[src/rtl/descrambler_pkg.sv]
// Shared constants and state encoding for the 802.11a x^7+x^4+1 descrambler.
package descrambler_pkg;

  localparam int unsigned SYNC_LEN = 7;
  localparam int unsigned LFSR_W   = 7;
  localparam int unsigned TAP_A    = 6;
  localparam int unsigned TAP_B    = 3;

  localparam logic [LFSR_W-1:0] INIT_ALL_ONES = 7'h7F;

  typedef enum logic [1:0] {
    StIdle = 2'd0,
    StSync = 2'd1,
    StData = 2'd2
  } state_e;

endpackage

[src/rtl/descrambler_lfsr.sv]
// 7-bit LFSR: load_i shifts in a raw received bit, step_i shifts in its own feedback.
module descrambler_lfsr
  import descrambler_pkg::*;
(
  input  logic              clk_i,
  input  logic              rst_ni,
  input  logic              load_i,
  input  logic              step_i,
  input  logic              bit_i,
  output logic              f_o,
  output logic [LFSR_W-1:0] s_o
);

  logic [LFSR_W-1:0] s_q, s_d;

  assign f_o = s_q[TAP_A] ^ s_q[TAP_B];

  always_comb begin
    s_d = s_q;
    if (load_i) begin
      s_d = {s_q[LFSR_W-2:0], bit_i};
    end else if (step_i) begin
      s_d = {s_q[LFSR_W-2:0], f_o};
    end
  end

  // Post-update state, so the top can capture the seed on the edge that completes sync.
  assign s_o = s_d;

  always_ff @(posedge clk_i or negedge rst_ni) begin
    if (!rst_ni) begin
      s_q <= '0;
    end else begin
      s_q <= s_d;
    end
  end

endmodule

[src/rtl/descrambler.sv]
// Self-synchronising 802.11a descrambler: recovers the seed from 7 sync bits, then descrambles.
module descrambler
  import descrambler_pkg::*;
#(
  parameter bit EMIT_SYNC  = 1'b1,
  parameter bit CHECK_SEED = 1'b1
) (
  input  logic              clk,
  input  logic              rst,
  input  logic              in_bit,
  input  logic              in_valid,
  input  logic              in_start,
  input  logic              in_last,
  output logic              in_ready,
  output logic              out_bit,
  output logic              out_valid,
  output logic              out_last,
  input  logic              out_ready,
  output logic [LFSR_W-1:0] seed,
  output logic              seed_valid,
  output logic              seed_err,
  output logic              frame_err
);

  state_e            state_q, state_d;
  logic [2:0]        count_q, count_d;
  logic              out_valid_q, out_valid_d;
  logic              out_bit_q, out_bit_d;
  logic              out_last_q, out_last_d;
  logic [LFSR_W-1:0] seed_q, seed_d;
  logic              seed_valid_q, seed_valid_d;
  logic              seed_err_q, seed_err_d;
  logic              frame_err_q, frame_err_d;

  logic              xfer;
  logic              lfsr_load, lfsr_step, lfsr_f;
  logic [LFSR_W-1:0] lfsr_s;

  assign in_ready = !out_valid_q || out_ready;
  assign xfer     = in_valid && in_ready;

  descrambler_lfsr u_lfsr (
    .clk_i  (clk),
    .rst_ni (rst),
    .load_i (lfsr_load),
    .step_i (lfsr_step),
    .bit_i  (in_bit),
    .f_o    (lfsr_f),
    .s_o    (lfsr_s)
  );

  always_comb begin
    state_d      = state_q;
    count_d      = count_q;
    out_valid_d  = out_valid_q && !out_ready;
    out_bit_d    = out_bit_q;
    out_last_d   = out_last_q;
    seed_d       = seed_q;
    seed_valid_d = seed_valid_q;
    seed_err_d   = 1'b0;
    frame_err_d  = 1'b0;
    lfsr_load    = 1'b0;
    lfsr_step    = 1'b0;

    if (xfer) begin
      if (in_start) begin
        // A start always begins a new sync; mid-frame or single-bit frames are errors.
        lfsr_load    = 1'b1;
        count_d      = 3'd1;
        seed_valid_d = 1'b0;
        frame_err_d  = (state_q != StIdle) || in_last;
        state_d      = in_last ? StIdle : StSync;
        if (EMIT_SYNC) begin
          out_valid_d = 1'b1;
          out_bit_d   = 1'b0;
          out_last_d  = in_last;
        end
      end else begin
        case (state_q)
          StSync: begin
            lfsr_load = 1'b1;
            if (EMIT_SYNC) begin
              out_valid_d = 1'b1;
              out_bit_d   = 1'b0;
              out_last_d  = in_last;
            end
            if (in_last) begin
              frame_err_d = 1'b1;
              state_d     = StIdle;
            end else begin
              count_d = count_q + 3'd1;
              if (count_q == 3'(SYNC_LEN - 1)) begin
                state_d      = StData;
                seed_d       = lfsr_s;
                seed_valid_d = 1'b1;
                seed_err_d   = CHECK_SEED && (lfsr_s == '0);
              end
            end
          end
          StData: begin
            lfsr_step   = 1'b1;
            out_valid_d = 1'b1;
            out_bit_d   = in_bit ^ lfsr_f;
            out_last_d  = in_last;
            if (in_last) begin
              state_d      = StIdle;
              seed_valid_d = 1'b0;
            end
          end
          default: begin
            state_d = StIdle;
          end
        endcase
      end
    end
  end

  always_ff @(posedge clk or negedge rst) begin
    if (!rst) begin
      state_q      <= StIdle;
      count_q      <= '0;
      out_valid_q  <= 1'b0;
      out_bit_q    <= 1'b0;
      out_last_q   <= 1'b0;
      seed_q       <= '0;
      seed_valid_q <= 1'b0;
      seed_err_q   <= 1'b0;
      frame_err_q  <= 1'b0;
    end else begin
      state_q      <= state_d;
      count_q      <= count_d;
      out_valid_q  <= out_valid_d;
      out_bit_q    <= out_bit_d;
      out_last_q   <= out_last_d;
      seed_q       <= seed_d;
      seed_valid_q <= seed_valid_d;
      seed_err_q   <= seed_err_d;
      frame_err_q  <= frame_err_d;
    end
  end

  assign out_valid  = out_valid_q;
  assign out_bit    = out_bit_q;
  assign out_last   = out_last_q;
  assign seed       = seed_q;
  assign seed_valid = seed_valid_q;
  assign seed_err   = seed_err_q;
  assign frame_err  = frame_err_q;

endmodule
[config.mk]
export PLATFORM = sky130hd
export DESIGN_NAME = descrambler
export DESIGN_NICKNAME = d
export VERILOG_FILES = /design/src/rtl/descrambler_pkg.sv /design/src/rtl/descrambler_lfsr.sv /design/src/rtl/descrambler.sv
export SDC_FILE = /design/constraint.sdc
export NUM_CORES = 1
export LEC_CHECK = 0
export CAP_MARGIN = 20
export CELL_PAD_IN_SITES_DETAIL_PLACEMENT = 1
export CELL_PAD_IN_SITES_GLOBAL_PLACEMENT = 2
export CORE_ASPECT_RATIO = 0.75
export CORE_MARGIN = 1
export CORE_UTILIZATION = 31
export CTS_CLUSTER_DIAMETER = 100
export DETAILED_ROUTE_END_ITERATION = 10
export PLACE_DENSITY_LB_ADDON = 0.1
export SETUP_SLACK_MARGIN = 0.4
export SLEW_MARGIN = 20
export SYNTH_ARGS = -nofsm -noshare
export SYNTH_HDL_FRONTEND = slang
export SYNTH_SLANG_ARGS = --single-unit
[constraint.sdc]
create_clock -name clk -period 1.75 [get_ports clk]
set_input_delay 0.35 -clock clk [delete_from_list [all_inputs] [get_ports clk]]
set_output_delay 0.35 -clock clk [all_outputs]
set_load 0.005 [all_outputs]
After elaboration in Yosys (flattened, before gate mapping)

Cells that the tools add are included.

Input bits: 7
Logic and storage cells: 79
Flip-flop bits (word level): 25
Output and inout port bits: 14

Bitwise logic cells: 4
Add/sub/neg operators: 1
Mux-type cells: 38
Eq/ne operators: 8
Reduce and logical (&&, ||, !) cells: 18

Operator list:

| operator              | count |
|---|---|
| $mux W1               | 26 |
| $mux W7               | 2 |
| $reduce_and A5 Y1     | 2 |
| $mux W3               | 3 |
| $ne A3 B3 Y1 const B  | 3 |
| $mux W2               | 4 |
| $logic_not A7 Y1      | 1 |
| $reduce_and A3 Y1     | 2 |
| $reduce_bool A2 Y1    | 3 |
| $ne A4 B4 Y1 const B  | 1 |
| $pmux W1 S2           | 2 |
| $pmux W2 S2           | 1 |
| $reduce_and A2 Y1     | 2 |
| $add A3 B1 Y3 const B | 1 |
| $eq A3 B3 Y1 const B  | 1 |
| $reduce_bool A3 Y1    | 1 |
| $eq A2 B1 Y1 const B  | 1 |
| $eq A2 B2 Y1 const B  | 1 |
| $logic_and A1 B1 Y1   | 2 |
| $logic_not A1 Y1      | 2 |
| $logic_or A1 B1 Y1    | 2 |
| $ne A2 B2 Y1 const B  | 1 |
| $not A1 Y1            | 2 |
| $reduce_or A2 Y1      | 1 |
| $xor A1 B1 Y1         | 2 |

Depth between registers and ports, before layout

Word-level depth: 12
Gate-level depth with buffers: 6
Mapped depth without buffers: 5

Hierarchy

A second synthesis with hierarchy kept.

Cell total of the unflattened synthesis: 108
Area, all modules: 1267.5 um2

Modules (own cells, without submodules):

| module           | instances | area each (um2) | cells each | seq. area each (um2) |
|---|---|---|---|---|
| descrambler      | 1         | 974.7           | 89         | 450.4 |
| descrambler_lfsr | 1         | 292.8           | 19         | 175.2 |

Worst setup path after synthesis

Ideal clock, no wire load.

Kind: reg2reg
Start point: register state_q[1]
End point: register seed_q[3], in the netlist seed[3]
Path buffers: 1
Setup time: 0.125 ns
Path slack: -0.051 ns
Clock period less this slack: 1.801 ns
Data required time: 1.625 ns
Arrival time: 1.676 ns
Stages on the path, launching flop included: 7
Cells stage by stage: dfrtp_1 > inv_1 > ha_1 > or3_1 > buf_6 > mux2_4 > mux2_4

Cells in the longest elaborated chain, start to end: 6
Elaborated cells between the ends (all ways): 11
Those cells by class: eq/ne (2); mux (8); reduce/logical (1)

RTL lines:

| what                   | RTL line               | text |
|---|---|---|
| start, declared        | descrambler.sv:25      | `state_e state_q, state_d;` |
| start signal, assigned | descrambler.sv:120     | `state_q <= StIdle;` |
| start signal, assigned | descrambler.sv:130     | `state_q <= state_d;` |
| $eq A2 B2 Y1           | descrambler.sv:79      | `case (state_q)` |
| $mux W1                | descrambler.sv:79      |  |
| $mux W1                | descrambler.sv:66      | `if (in_start) begin` |
| $mux W1                | descrambler.sv:65      | `if (xfer) begin` |
| $mux W7                | descrambler_lfsr.sv:22 | `end else if (step_i) begin` |
| $mux W7                | descrambler_lfsr.sv:20 | `if (load_i) begin` |
| end signal, assigned   | descrambler.sv:125     | `seed_q <= '0;` |
| end signal, assigned   | descrambler.sv:135     | `seed_q <= seed_d;` |
| end, declared          | descrambler.sv:30      | `logic [LFSR_W-1:0] seed_q, seed_d;` |

Parallel ways exist; a longest one is shown, timed or not.
A chain may end at the register's enable or synchronous reset.

Worst setup path after layout

Start point: register state_q[1]
End point: register seed_q[5], in the netlist seed[5]

The elaborated chain is that of the path after synthesis.

==> results.py <==
metrics = {
    "job": {
        "cap_violations": 0,
    },
    "clock_tree": {
        "cts.sink_count": 25,
        "clock-root-buffer": "clkbuf_8",
        "insertion_delay_ps": 270,
        "cts.path.max_buffers": 2,
        "path_clk_slew_ps": 90,
        "cts_tree": "built",
        "cts_made_buffers": 3,
        "htreeDepth": 1,
    },
    "synth": {
        "synth_top_area_cell": "dfrtp_1",
        "netlist_instances": 121,
        "netlist-cell-type-count": 43,
        "ys.flop_type": "dfrtp_1",
        "syn-num-nets": 133,
        "yosysTopAreaCellShare_pct": 45.87,
        "synth_area_leaders": "dfrtp_1 (46%), mux2_2 (8.3%), ha_1 (4.6%), mux2_4 (4.4%), inv_1 (3.3%)",
        "syn_avg_cell_area_sq_um": 11.27,
        "synth-async-reset-ratio_pct": 100.0,
        "ys_ff_latch": 25,
        "seq_area_frac_synth_pct": 45.87,
        "synth_edf_count": 0,
        "yosys_warnings": 0,
        "syn_area_sq_mm": 0.001364,
    },
    "sta": {
        "setup_viol": 2,
        "max_slew_margin_pct": 77.29,
        "skew_ps": 6.780,
        "hold_viol_final": 0,
        "worstMarginPinSlew_ps": 340.6,
        "period_minus_slack_ps": 1754,
        "post-route-period-util_pct": 100.2,
        "setup_tns_ps": -6.062,
        "slew_violations": 0,
        "fin_ws_ps": -3.782,
        "worst_hold_slack_ps": 446.4,
        "rsz0062_at_grt": "true",
        "fmax_mhz": 570.2,
    },
    "critical_path": {
        "end_kind": "flip-flop",
        "worst_ep_arrival_time_ps": 1920,
        "crit_fanout": 4,
        "worst_ep_required_time_ps": 1920,
        "cp-start-kind": "flip-flop",
        "critPathKind": "reg -> reg",
    },
    "status": {
        "failed_checks": "setup timing",
        "outcome": "finished, violations left",
    },
    "grt": {
        "grt_use_total_pct": 19.93,
        "grt_pass1_vias": 1293,
        "grt_pass1_wl_mm": 6.913,
        "grt_overflow": 0,
        "antenna_found_initial": 0,
        "grt_max_degree": 26,
    },
    "layout": {
        "drive_gt1_share_pct": 48.60,
        "antenna_cells": 0,
        "fillers": 460,
        "areaGrowthSynthToFinish_pct": 54.50,
        "layout_common_cells": "buf_4 (34), dfrtp_1 (24), dlygate4sd2_1 (14), mux2_4 (10), inv_1 (7)",
        "final_common_cell": "buf_4",
        "fin_nets": 192,
    },
    "floorplan": {
        "die_y_um": 59.44,
        "dieWidth_um": 78.59,
        "initial_utilization_pct": 33.03,
        "core_area_sq_mm": 0.004129,
        "die-area_sq_mm": 0.004671,
        "io_pins": 21,
        "num_rows": 20,
    },
    "route": {
        "drt-vias-per-instance": 5.026,
        "firstDrtPassIters": 6,
        "drtIter0Drc": 40,
        "antenna_left": 0,
        "num_vias": 1176,
        "wl_per_cell_um": 18.46,
        "wl_mm": 4.320,
        "drcViolationCount": 0,
    },
    "pwr": {
        "power.density_mw_per_mm2": 929.5,
        "p_leak_nw": 1.007,
        "ir_drop_mv": 0.4863,
    },
    "place": {
        "dp_hpwl_mm": 2.970,
        "portBuffers": 20,
        "gp_congestion": 0.7666,
    },
    "min_path": {
        "hold_path.class": "in -> async",
    },
}
## layout make-up
type                       count  area, sq um  area share, %
clock buffer                   3        41.29          1.960
multi-input combinational     79        828.3          39.31
inverter                      12        45.04          2.138
timing repair buffer          59        491.7          23.34
clock inverter                 1        5.005         0.2375
tap                           55        68.82          3.266
sequential                    25        626.9          29.75
## through the flow
stage	instance area (sq um)	setup WS, ps	util (%)	total power, mW	std cells
after floorplan	1371	-6.620	-	1.179	121
after global placement	1789	-307.8	43.33	1.428	215
after detailed placement	1789	-361.7	43.33	1.455	215
after CTS	2012	16.05	48.73	1.911	232
after global routing	2107	-32.21	51.03	2.077	234
final	2107	-3.782	51.03	1.958	234
## worst paths after layout
kind	from	to	cells past startpoint	slack [ps]
worst max-delay path	state_q[1]$_DFFE_PN0P_	seed[5]$_DFFE_PN0P_	5	-4
worst min-delay path	rst	out_last$_DFFE_PN0P_	2	450
min in group clk	out_last$_DFFE_PN0P_	out_last$_DFFE_PN0P_	1	510
worst min register to register	out_last$_DFFE_PN0P_	out_last$_DFFE_PN0P_	1	510
worst max register to register	state_q[1]$_DFFE_PN0P_	seed[5]$_DFFE_PN0P_	5	-4
max in group asynchronous	rst	state_q[0]$_DFFE_PN0P_	2	1030
## registers in the layout (all words and copies together) (netlist names)
name	count
count_q	3
seed_valid	1
out_valid	1
seed	7
u_lfsr.s_q	7
state_q	2
seed_err	1
out_bit	1
frame_err	1
out_last	1
## where the power goes
part	internal [mW]	switching, mW
logic	0.432	0.304
registers	0.708	0.164
clock network	0.160	0.192
## critical path, stage by stage, from the launching register on
cell and delay (ps):
dfrtp_1 410, buf_6 140, ha_4 170, or3_4 380
mux2_4 310, mux2_4 250
## synthesized netlist by cell type (all sizes together) (2+ instances only)
cell type / n
a21bo: 2
a221o: 2
buf: 3
clkbuf: 2
dfrtp: 25
ha: 5
inv: 12
mux2: 14
mux2i: 2
nand2: 3
nand2b: 4
nand3: 4
nand4: 3
nor2: 3
nor2b: 2
nor3: 3
o211ai: 4
o21ai: 5
or3: 2
or4: 2
## kinds of logic (layout without fill, tap and decap cells)
group | after synthesis | in the layout | synth area share (%)
AO/OA/AOI/OAI | 26 | 26 | 14.96
XOR/XNOR | 2 | 2 | 1.285
flip-flops | 25 | 25 | 45.87
adder cells (fa/ha/maj) | 5 | 5 | 4.587
multiplexers | 16 | 16 | 14.13
AND/OR/NAND/NOR | 30 | 30 | 13.76
buffers and inverters | 17 | 75 | 5.413
## layer usage
metal / track usage [%] / vias up / wire [um] / share of wire [%]
met2: 32.92 / 18 / 2074 / 48
met5: 0 / - / 0 / 0
met4: 2.381 / 0 / 9 / 0.21
li1: - / 565 / - / -
met1: 28.18 / 591 / 2121 / 49
met3: 3.538 / 2 / 115 / 2.7
## repair_timing
action	in CTS	in global routing
setup buffers	13	2
pin swaps	6	5
setup endpoints to repair	37	26
hold buffers	0	0
gates resized for setup	37	23
No activity file was read; power rests on OpenSTA's default activity.
==> edit, RTL diff (same settings) <==
Re-encode `state_e` (3 states) as one-hot, 3 bits wide.
--- a/src/rtl/descrambler_pkg.sv
+++ b/src/rtl/descrambler_pkg.sv
@@ -8,10 +8,10 @@
 
   localparam logic [LFSR_W-1:0] INIT_ALL_ONES = 7'h7F;
 
-  typedef enum logic [1:0] {
-    StIdle = 2'd0,
-    StSync = 2'd1,
-    StData = 2'd2
+  typedef enum logic [2:0] {
+    StIdle = 3'b001,
+    StSync = 3'b010,
+    StData = 3'b100
   } state_e;
 
 endpackage
Function: same outputs for any inputs over 10 cycles, from zero or initial values and one cycle with rst low; not proved beyond that.
==> edit against the unedited design <==
- count of clock-buffer cells in the layout increased by 1
- die area shrank 6.9%
- sequential cell count increased by 1
- fmax up 0.56%
- synthesized area fell by 7.1%
- highest routed layer unchanged
- synthesized cell count is 9.9% lower
- cell area is 4.5% lower
- worst setup slack better by 0.0097 ns
- worst hold slack worse by 0.0074 ns
- total power fell by 9.6%
- clock skew increased by 0.0033 ns
- largest cell class unchanged
- wire length shrank 23%
==> edit: results (changes against the unedited design) <==
| Metric | Value |
|---|---|
| Seq/Total Area, Yosys | 51.4% (was 45.9%) |
| Global-route wire length before repair | 5.54 mm (was 6.91 mm) |
| Clock Skews | 0.0101 ns (was 0.00678 ns) |
| Worst-margin pin slew | 0.328 ns (was 0.341 ns) |
| M2 GR Usage | 25.2% (was 32.9%) |
| Ratio of cells with drive above 1 in the final layout | 46.3% (was 48.6%) |
| Tot GR Track Use | 17.4% (was 19.9%) |
| RD Place Congestion | 0.766 (was 0.767) |
| Max IR drop VDD | 526 µV (was 486 µV) |
| Layout Nets | 174 (was 192) |
| Final WL | 3.34 mm (was 4.32 mm) |
| Pin count of the biggest net entering global routing | 27 (was 26) |
| H-tree depth | 1 (unchanged) |
| Area after DPL | 0.00168 mm² (was 0.00179 mm²) |
| Initial drt markers | 35 (was 40) |
| Syn_nets | 118 (was 133) |
| Fin. Hold Viols | 0 (unchanged) |
| Post-synthesis async set-or-reset flop share | 100% (unchanged) |
| Detail Placement HPWL | 2.18 mm (was 2.97 mm) |
| Worst r2r path cells | 6 (was 5) |
| Yosys warns | 0 (unchanged) |
| Internal power of the cells | 1240 µW (was 1300 µW) |
| CP arrival | 1.90 ns (was 1.92 ns) |
| Root Buffer | clkbuf_8 (unchanged) |
| Drt pass-1 iters | 4 (was 6) |
| FF-to-FF setup slack | ~0.006 ns |
| TritonCTS Buffers | 3 (unchanged) |
| DR vias/cell | 4.72 (was 5.03) |
| Post-synth cell types | 31 (was 43) |
| Placed cells | 195 (was 215) |
| # clock sinks | 26 (was 25) |
| R2r endpoint | seed[1] (was seed[5]) |
| Initial core utilization | 33.5% (was 33.0%) |
| Port buffer count | 20 (unchanged) |
| Met1 Resource Use GR | 26.1% (was 28.2%) |
| Worst-Skew Late Latency | 0.27 ns (about the same) |
| Syn_area_per_cell | 11.6 µm² (was 11.3 µm²) |
| Hold/Removal Path Class | primary input to asynchronous set/reset pin (unchanged) |
| Fin Hold WS | 0.439 ns (was 0.446 ns) |
| LEAKAGE | 0.000956 µW (was 0.00101 µW) |
| CP max FO | 8 (was 4) |
| Commonest cells in the netlist | dfrtp_1, nand2_1, nor2_1 (was dfrtp_1, inv_1, mux2_2) |
| Top post-synthesis cells by area | dfrtp_1, mux2_2, mux2_4 (was dfrtp_1, mux2_2, ha_1) |
| Grt met3 use | 4.24% (was 3.54%) |
| Status | complete, no violations (was finished, violations left) |
| Number of global-route vias before repair | 1057 (was 1293) |
| WL/cell | 15.5 µm (was 18.5 µm) |
| Reg-to-reg startpoint | state_q[2] (was state_q[1]) |
edit: how the worst max path moves through the flow:
stage	end	cells past startpoint	slack (ns)
3_5_place_dp	seed[1]	6	-0.35
6_report	seed[1]	6	0.006
2_1_floorplan	seed[1]	5	0.07
5_1_grt	seed[1]	7	-0.07
3_3_place_gp	seed[3]	6	-0.35
4_1_cts	seed[5]	7	0.02
edit: worst max-delay path, stage by stage (launching register included):
cell     delay, ns
dfrtp_2       0.44
buf_6         0.14
nor4b_4       0.26
nand3_2       0.16
nor3_4        0.17
buf_12        0.16
mux2_4        0.30
edit: cell families after synthesis:
| group | after synthesis | synth area share, % |
|---|---|---|
| AOI/OAI and AO/OA | 19 | 9.38 |
| xor gates and xnor gates | 3 | 2.07 |
| adders and majority gates | 2 | 1.97 |
| buffers and inverters | 6 | 3.06 |
| DFF | 26 | 51.4 |
| muxes | 15 | 15.0 |
| and+or+nand+nor | 38 | 17.1 |
edit: repair_timing:
item                                    in CTS  in global routing
gates resized for setup                     49                 14
buffers inserted                            14                  2
cloned                                       1                  0
endpoints found under the setup margin      38                 25
pin swaps                                   11                  8
edit: cell type report:
cell class              instances  area (µm²)
clock buffers                   4        55.1
fillers                       401        1770
well taps                      52        65.1
repair buffers                 55         534
multi-input cells              77         693
flip-flops and latches         26         654
inverters                       2        10.0
edit: through the flow:
stage               TNS [ns]  worst slack [ns]
finish                     0           0.00592
global route          -0.598           -0.0666
global placement       -3.40            -0.353
CTS                        0            0.0233
detailed placement     -3.53            -0.351
floorplan                  0            0.0699
edit: power groups by stage:
| stage | sequential, µW | clock [µW] | combinational, µW |
|---|---|---|---|
| after floorplan | 808 | 0 | 312 |
| after global placement | 850 | 0 | 437 |
| after detailed placement | 851 | 0 | 442 |
| after CTS | 839 | 402 | 520 |
| after global routing | 864 | 418 | 584 |
| final | 843 | 387 | 540 |
edit: metal layers:
| metal | vias up | part of all wire [%] |
|---|---|---|
| met5 | - | 0 |
| met1 | 508 | 51 |
| met2 | 18 | 46 |
| li1 | 492 | - |
| met4 | 0 | 0.87 |
| met3 | 2 | 2.6 |
